## src/rtl/sha1_ctrl.sv

```systemverilog
// SHA-1 block sequencer: fetches a 16-word block, drives an external combinational
// round unit for 80 rounds with an on-the-fly message schedule, then folds the result into H.
module sha1_ctrl #(
  parameter int          ADDR_W = 32,
  parameter logic [159:0] IV    = 160'h67452301_EFCDAB89_98BADCFE_10325476_C3D2E1F0
) (
  input  logic              clk,
  input  logic              rst,
  input  logic              start_i,
  input  logic              init_i,
  input  logic              abort_i,
  input  logic [ADDR_W-1:0] base_addr_i,
  output logic              busy_o,
  output logic              done_o,
  output logic              mem_req_o,
  output logic [ADDR_W-1:0] mem_addr_o,
  input  logic [31:0]       mem_data_i,
  input  logic              mem_gnt_i,
  output logic [159:0]      round_state_o,
  output logic [31:0]       round_w_o,
  output logic [6:0]        round_t_o,
  input  logic [159:0]      round_state_i,
  output logic [159:0]      digest_o
);

  typedef enum logic [2:0] {
    ST_IDLE  = 3'd0,
    ST_LOAD  = 3'd1,
    ST_ROUND = 3'd2,
    ST_FINAL = 3'd3,
    ST_DONE  = 3'd4
  } state_t;

  function automatic logic [31:0] rotl1(input logic [31:0] x);
    return {x[30:0], x[31]};
  endfunction

  // Five independent 32-bit additions; carries never cross word boundaries.
  function automatic logic [159:0] add_words(input logic [159:0] x, input logic [159:0] y);
    logic [159:0] s;
    s = 160'd0;
    for (int i = 0; i < 5; i++) begin
      s[32*i +: 32] = x[32*i +: 32] + y[32*i +: 32];
    end
    return s;
  endfunction

  state_t              state_r, next_state_s;
  logic [3:0]          k_r;
  logic [31:0]         wbuf_r [16];
  logic [159:0]        h_r;
  logic [159:0]        abcde_r;
  logic [31:0]         w_r;
  logic [6:0]          t_r;
  logic                busy_r, done_r, req_r;
  logic [ADDR_W-1:0]   addr_r;
  logic                xfer_s, last_xfer_s;
  logic [6:0]          tn_s;
  logic [3:0]          tn_idx_s;
  logic [31:0]         w_next_s;

  assign xfer_s      = (state_r == ST_LOAD) && mem_gnt_i;
  assign last_xfer_s = xfer_s && (k_r == 4'd15);

  // Next-state logic; abort overrides every transition outside IDLE.
  always_comb begin
    next_state_s = state_r;
    case (state_r)
      ST_IDLE: begin
        if (start_i) next_state_s = ST_LOAD;
        else         next_state_s = ST_IDLE;
      end
      ST_LOAD: begin
        if (abort_i)          next_state_s = ST_IDLE;
        else if (last_xfer_s) next_state_s = ST_ROUND;
        else                  next_state_s = ST_LOAD;
      end
      ST_ROUND: begin
        if (abort_i)             next_state_s = ST_IDLE;
        else if (t_r == 7'd79)   next_state_s = ST_FINAL;
        else                     next_state_s = ST_ROUND;
      end
      ST_FINAL: begin
        if (abort_i) next_state_s = ST_IDLE;
        else         next_state_s = ST_DONE;
      end
      ST_DONE:  next_state_s = ST_IDLE;
      default:  next_state_s = ST_IDLE;
    endcase
  end

  // Schedule word for the following round; the slot being written back this cycle is never a tap.
  always_comb begin
    tn_s     = t_r + 7'd1;
    tn_idx_s = tn_s[3:0];
    w_next_s = 32'd0;
    if (tn_s < 7'd16) begin
      w_next_s = wbuf_r[tn_idx_s];
    end else begin
      w_next_s = rotl1(wbuf_r[tn_idx_s - 4'd3] ^ wbuf_r[tn_idx_s - 4'd8] ^
                       wbuf_r[tn_idx_s - 4'd14] ^ wbuf_r[tn_idx_s]);
    end
  end

  // State register.
  always_ff @(posedge clk or posedge rst) begin
    if (rst) state_r <= ST_IDLE;
    else     state_r <= next_state_s;
  end

  // Datapath: fetch, round sequencing, chaining-value update and status flags.
  always_ff @(posedge clk or posedge rst) begin
    if (rst) begin
      k_r     <= 4'd0;
      h_r     <= IV;
      abcde_r <= 160'd0;
      w_r     <= 32'd0;
      t_r     <= 7'd0;
      busy_r  <= 1'b0;
      done_r  <= 1'b0;
      req_r   <= 1'b0;
      addr_r  <= {ADDR_W{1'b0}};
      for (int i = 0; i < 16; i++) wbuf_r[i] <= 32'd0;
    end else begin
      case (state_r)
        ST_IDLE: begin
          if (start_i) begin
            addr_r <= base_addr_i & {{(ADDR_W-2){1'b1}}, 2'b00};
            k_r    <= 4'd0;
            req_r  <= 1'b1;
            if (init_i) h_r <= IV;
          end
        end
        ST_LOAD: begin
          if (abort_i) begin
            req_r <= 1'b0;
          end else if (mem_gnt_i) begin
            wbuf_r[k_r] <= mem_data_i;
            k_r         <= k_r + 4'd1;
            if (k_r == 4'd15) begin
              req_r   <= 1'b0;
              abcde_r <= h_r;
              t_r     <= 7'd0;
              w_r     <= wbuf_r[0];
            end else begin
              addr_r <= addr_r + {{(ADDR_W-3){1'b0}}, 3'b100};
            end
          end
        end
        ST_ROUND: begin
          if (!abort_i) begin
            abcde_r <= round_state_i;
            if (t_r >= 7'd16) wbuf_r[t_r[3:0]] <= w_r;
            if (t_r != 7'd79) begin
              t_r <= tn_s;
              w_r <= w_next_s;
            end
          end
        end
        ST_FINAL: begin
          if (!abort_i) h_r <= add_words(h_r, abcde_r);
        end
        default: begin
        end
      endcase
      busy_r <= (next_state_s != ST_IDLE);
      done_r <= (next_state_s == ST_DONE);
    end
  end

  assign busy_o        = busy_r;
  assign done_o        = done_r;
  assign mem_req_o     = req_r;
  assign mem_addr_o    = addr_r;
  assign round_state_o = abcde_r;
  assign round_w_o     = w_r;
  assign round_t_o     = t_r;
  assign digest_o      = h_r;

endmodule
```

## config.mk

```make
export PLATFORM = sky130hd
export DESIGN_NAME = sha1_ctrl
export DESIGN_NICKNAME = d
export VERILOG_FILES = /design/src/rtl/sha1_ctrl.sv
export SDC_FILE = /design/constraint.sdc
export NUM_CORES = 2
export LEC_CHECK = 0
export ABC_AREA = 0
export BUFFER_PORTS_ARGS = -buffer_cell sky130_fd_sc_hd__buf_2
export CAP_MARGIN = 20
export CELL_PAD_IN_SITES_DETAIL_PLACEMENT = 1
export CELL_PAD_IN_SITES_GLOBAL_PLACEMENT = 1
export CORE_ASPECT_RATIO = 0.8
export CORE_MARGIN = 8
export CORE_UTILIZATION = 40
export CTS_BUF_LIST = sky130_fd_sc_hd__clkbuf_8
export DETAILED_ROUTE_END_ITERATION = 16
export GPL_TIMING_DRIVEN = 0
export PLACE_DENSITY = 0.71
export SETUP_SLACK_MARGIN = 0.5
export SLEW_MARGIN = 10
export SYNTH_ARGS = -nofsm -noshare
export SYNTH_HDL_FRONTEND = slang
export SYNTH_SLANG_ARGS = --single-unit
```

## constraint.sdc

```tcl
create_clock -name clk -period 82.8 [get_ports clk]
set_input_delay 8.28 -clock clk [delete_from_list [all_inputs] [get_ports clk]]
set_output_delay 8.28 -clock clk [all_outputs]
set_load 0.1 [all_outputs]
```

Word level (Yosys, flattened, before mapping). Cells that the tools add are included.

Bits in registers: 913. Input bits: 230. Word-level logic and storage cells: 157.

Add/subtract/negate cells: 11. Magnitude comparators: 10. Equal/unequal tests: 19. Multiplexer cells: 66. Bitwise operators: 9. Reductions and logical operators: 16.

Operators with widths (number): 512-bit 2-to-1 mux (4); 160-bit 2-to-1 mux (7); 512-bit bitwise mux (2); 512-bit one-hot mux with 2 select lines (1); 32-bit 2-to-1 mux (20); 160-bit one-hot mux with 2 select lines (2); 32-bit binary-select mux with 4-bit select (4); 32-bit demux with 4-bit select (2); 32-bit adder (5); 32-bit one-hot mux with 2 select lines (2); 32-bit XOR (3); 7-bit 2-to-1 mux (5); 32-bit by 3-bit adder with 32-bit output, second input constant (1); 5-bit >= comparator, second input constant (6); 4-bit NOT with 5-bit output (6); 2-bit != test, second input constant (9); 5-bit AND reduction (3); 7-bit one-hot mux with 2 select lines (1); 4-bit 2-to-1 mux (3); 3-bit one-hot mux with 4 select lines (1); 4-bit AND reduction (3); 5-bit by 1-bit less-than comparator with 1-bit output, second input constant (2); 4-bit one-hot mux with 2 select lines (1); 4-bit subtractor, second input constant (2); other kinds (23) (36).

Logic depth before layout (Yosys ltp).
Word-level depth: 13. Gate-level depth with buffers: 17.

Worst setup path before layout. OpenSTA, ideal clock, no wires.

Kind: in2reg. From: input port abort_i. To: register h_r[95], in the netlist digest_o[95]. Arrival: 9.947 ns. Data required time: 82.732 ns. Slack: 72.786 ns. Cell stages on the path: 8. Path buffers: 0. Cell sequence: inv_1 nand4b_1 clkinv_1 a21oi_1 nor4_1 nor2_1 mux4_2 nor2_1.

Cells in the longest elaborated chain, start to end: 2.

RTL lines: from (decl) (line 11) `input logic abort_i,`; 2-bit != test (no source line); 4-bit AND reduction (no source line); to (signal assigned) (line 161) `if (!abort_i) h_r <= add_words(h_r, abcde_r);`; to (decl) (line 51) `logic [159:0] h_r;`.

No other way between the ends. A chain may end at the register's enable or synchronous reset.

Final worst setup path.
From: input port abort_i. To: register h_r[12], in the netlist digest_o[12].

The elaborated chain is that of the path after synthesis.

==> results.ini <==
[run_status]
status = finished, final reports clean

[cts]
cts_root_buffer = clkbuf_8
cts_tree = yes
clock_latency_ns = 1.01
cts_made_buffers = 168
htreeDepth = 4
clk_pin_slew_ns = 0.06
clock_path_buffers = 3
post_cts_buffers = 0
cts_resized = 0
numClockSinks = 911
cts.hold.buffers_added = 0

[synthesis]
synth_edf_count = 0
syn-cell-area_um2 = 60200
synth-seq-cells = 911
synth_seq_area_share_pct = 38.0
yosysUniqueCellTypes = 83
syn_avg_cell_area_um2 = 9.59
synthFlopType = dfrtp_1
async_reset_ff_share_pct = 100
yosys_warnings = 0
netlist_instances = 6280

[timing]
min_period_ns = 11.50
min_period_over_period_pct = 13.9
hold_slack_ns = 0.510
hold_viol = 0
fin_skew_ns = 0.0700
fmax_mhz = 87.0
setup_viol = 0
slew_headroom_pct = 12.1
rsz0062_at_grt = no
setup_ws_ns = 71.30
finalMaxSlewViolations = 0
worst-slew-pin-transition_ns = 1.32
finalSetupTns_ns = 0

[die]
rows = 127
dieArea_um2 = 163000
start_util_pct = 40.2
die_w_um = 450
core_area_um2 = 150000
ios = 624
die_h_um = 363

[route]
vias = 61500
ant_nets = 0
drt_iter0_markers = 7527
drt_first_pass_iters = 6
routed_via_density = 6.61
wl_per_cell_um = 34.0
wirelength_mm = 316
drc = 0

[placed_design]
post_dp_cell_area_um2 = 66400
io_buffers = 619
pre_cts_slack_ns = 70.46
dp_hpwl_mm = 235
gp_congestion = 1.03

[pwr]
leakage_nw = 29.1
total_power_w = 0.00132
cellPowerDensity_nw_per_um2 = 18.8
irDropWorstVdd_mv = 0.0238

[grt]
grt_max_degree = 109
track_usage_pct = 37.0
grt_pass1_wl_mm = 448
grt.overflow.total = 0
antenna_found_initial = 38
first_global_vias = 61200

[cells_and_area]
syn_to_final_growth_pct = 16.7
regArea_um2 = 22900
fill_cells = 17400
final_cell_area_um2 = 70300
drive_gt1_share_pct = 19.7
multi_input_area_um2 = 34800
fin_nets = 7527

[run]
max_cap_violations = 0

[setup_path]
arrival_ns = 12.36
worst-setup-path-type = in -> reg
worstPathRequired_ns = 83.66
path_max_fanout = 10
worstSetupStartpointType = primary input
endpoint_kind = register

[worst_hold_path]
min_path_type = reg -> reg

[cell usage after synthesis (43+ instances only)]
master / count / area (um2)
inv_1: 61 / 229
mux2i_1: 338 / 3380
clkbuf_1: 428 / 1610
xnor2_1: 157 / 1380
a21o_1: 83 / 623
xor2_1: 96 / 841
o22a_1: 459 / 4020
mux4_2: 301 / 6780
nand2_1: 1058 / 3970
dfstp_2: 80 / 2100
a31oi_1: 184 / 1150
dfrtp_1: 831 / 20800
ha_1: 167 / 2090
nand3_1: 56 / 280
nor2_1: 420 / 1580
o22ai_1: 43 / 269
o21ai_0: 637 / 3190
a21oi_1: 265 / 1330
o21a_1: 47 / 353
[area by class of cell]
class	count	area share, %
clock inverter	87	0.627
inverter	63	0.347
buffer	540	3.25
clock buffer	223	4.37
antenna	33	0.118
multi-input combinational	4767	49.6
sequential	911	32.6
timing repair buffer	674	5.56
tap	1999	3.56
[cell families after synthesis]
kind of cell    after synthesis  synth area share, %
fa+ha+maj                   172                 3.64
mux                         643                 17.0
simple gates               1721                 11.7
buf+inv                     603                 4.16
compound gates             1974                 21.8
xor+xnor                    255                 3.73
other cells                   1              0.00623
flops                       911                 38.0
[critical path: stages]
cell,delay [ns]
buf_2,0.11
inv_1,0.08
nand4b_1,0.69
clkinv_1,0.60
a21oi_1,0.91
clkbuf_1,0.85
buf_1,0.59
nand2_1,0.12
o21ai_0,0.09
[registers in the layout, summed over array words and instances (netlist names), 3 cells and up]
name and cells:
digest_o 160, k_r 4, mem_addr_o 30, round_state_o 160
round_t_o 7, round_w_o 32, state_r 3, wbuf_r 512
[where the power goes]
group / switching, W / total [W] / internal (W) / leakage (nW)
registers: 0.0000348 / 0.000509 / 0.000474 / 12.1
clock network: 0.000226 / 0.000470 / 0.000244 / 2.04
logic: 0.000244 / 0.000339 / 0.0000955 / 15.0
total: 0.000505 / 0.00132 / 0.000813 / 29.1
[placed cells by master, fill, tap and decap left out, types with 21 or more instances in the layout]
cell type | synthesis | layout
a21o_1 | 83 | 83
a21oi_1 | 265 | 264
a221oi_1 | 25 | 25
a31oi_1 | 184 | 184
a32oi_1 | 33 | 33
and3_1 | 29 | 29
buf_1 | 33 | 28
buf_2 | 35 | 659
buf_4 | 35 | 41
buf_6 | 9 | 32
clkbuf_1 | 428 | 421
clkbuf_8 | 0 | 223
dfrtp_1 | 831 | 831
dfstp_2 | 80 | 80
diode_2 | 0 | 33
ha_1 | 167 | 167
inv_1 | 61 | 124
mux2i_1 | 338 | 338
mux4_2 | 301 | 301
nand2_1 | 1058 | 1058
nand2b_1 | 23 | 23
nand3_1 | 56 | 56
nand4_1 | 22 | 22
nor2_1 | 420 | 420
nor2b_1 | 26 | 26
nor3_1 | 27 | 27
o21a_1 | 47 | 47
o21ai_0 | 637 | 637
o21ai_1 | 23 | 22
o21bai_1 | 21 | 21
o221ai_1 | 33 | 33
o22a_1 | 459 | 459
o22ai_1 | 43 | 43
xnor2_1 | 157 | 157
xor2_1 | 96 | 96
[per-layer routing]
layer	track usage, %	up-vias	routed length [um]
li1	-	25000	-
met4	22.1	6	22300
met2	52.4	4076	131000
met3	13.4	1051	36500
met5	1.16	-	240
met1	48.4	31400	126000
[per-stage QoR]
step,std cells,utilization [%]
after global placement,8899,44.0
after floorplan,6281,-
after detailed placement,8931,44.4
after global routing,9284,46.9
after CTS,9241,46.7
final,9297,46.9
[worst paths after layout]
| path | from | slack, ns | cells past startpoint | endpoint |
|---|---|---|---|---|
| min in group asynchronous | rst | 7.40 | 2 | digest_o[40] |
| hold / removal | wbuf_r[322] | 0.51 | 2 | wbuf_r[322] |
| hold reg to reg | wbuf_r[322] | 0.51 | 2 | wbuf_r[322] |
| setup reg to reg | round_t_o[1] | 76.93 | 15 | round_w_o[2] |
| setup / recovery | abort_i | 71.30 | 9 | digest_o[12] |
| max in group asynchronous | rst | 73.42 | 5 | wbuf_r[397] |
(Power assumes the default switching activity.)
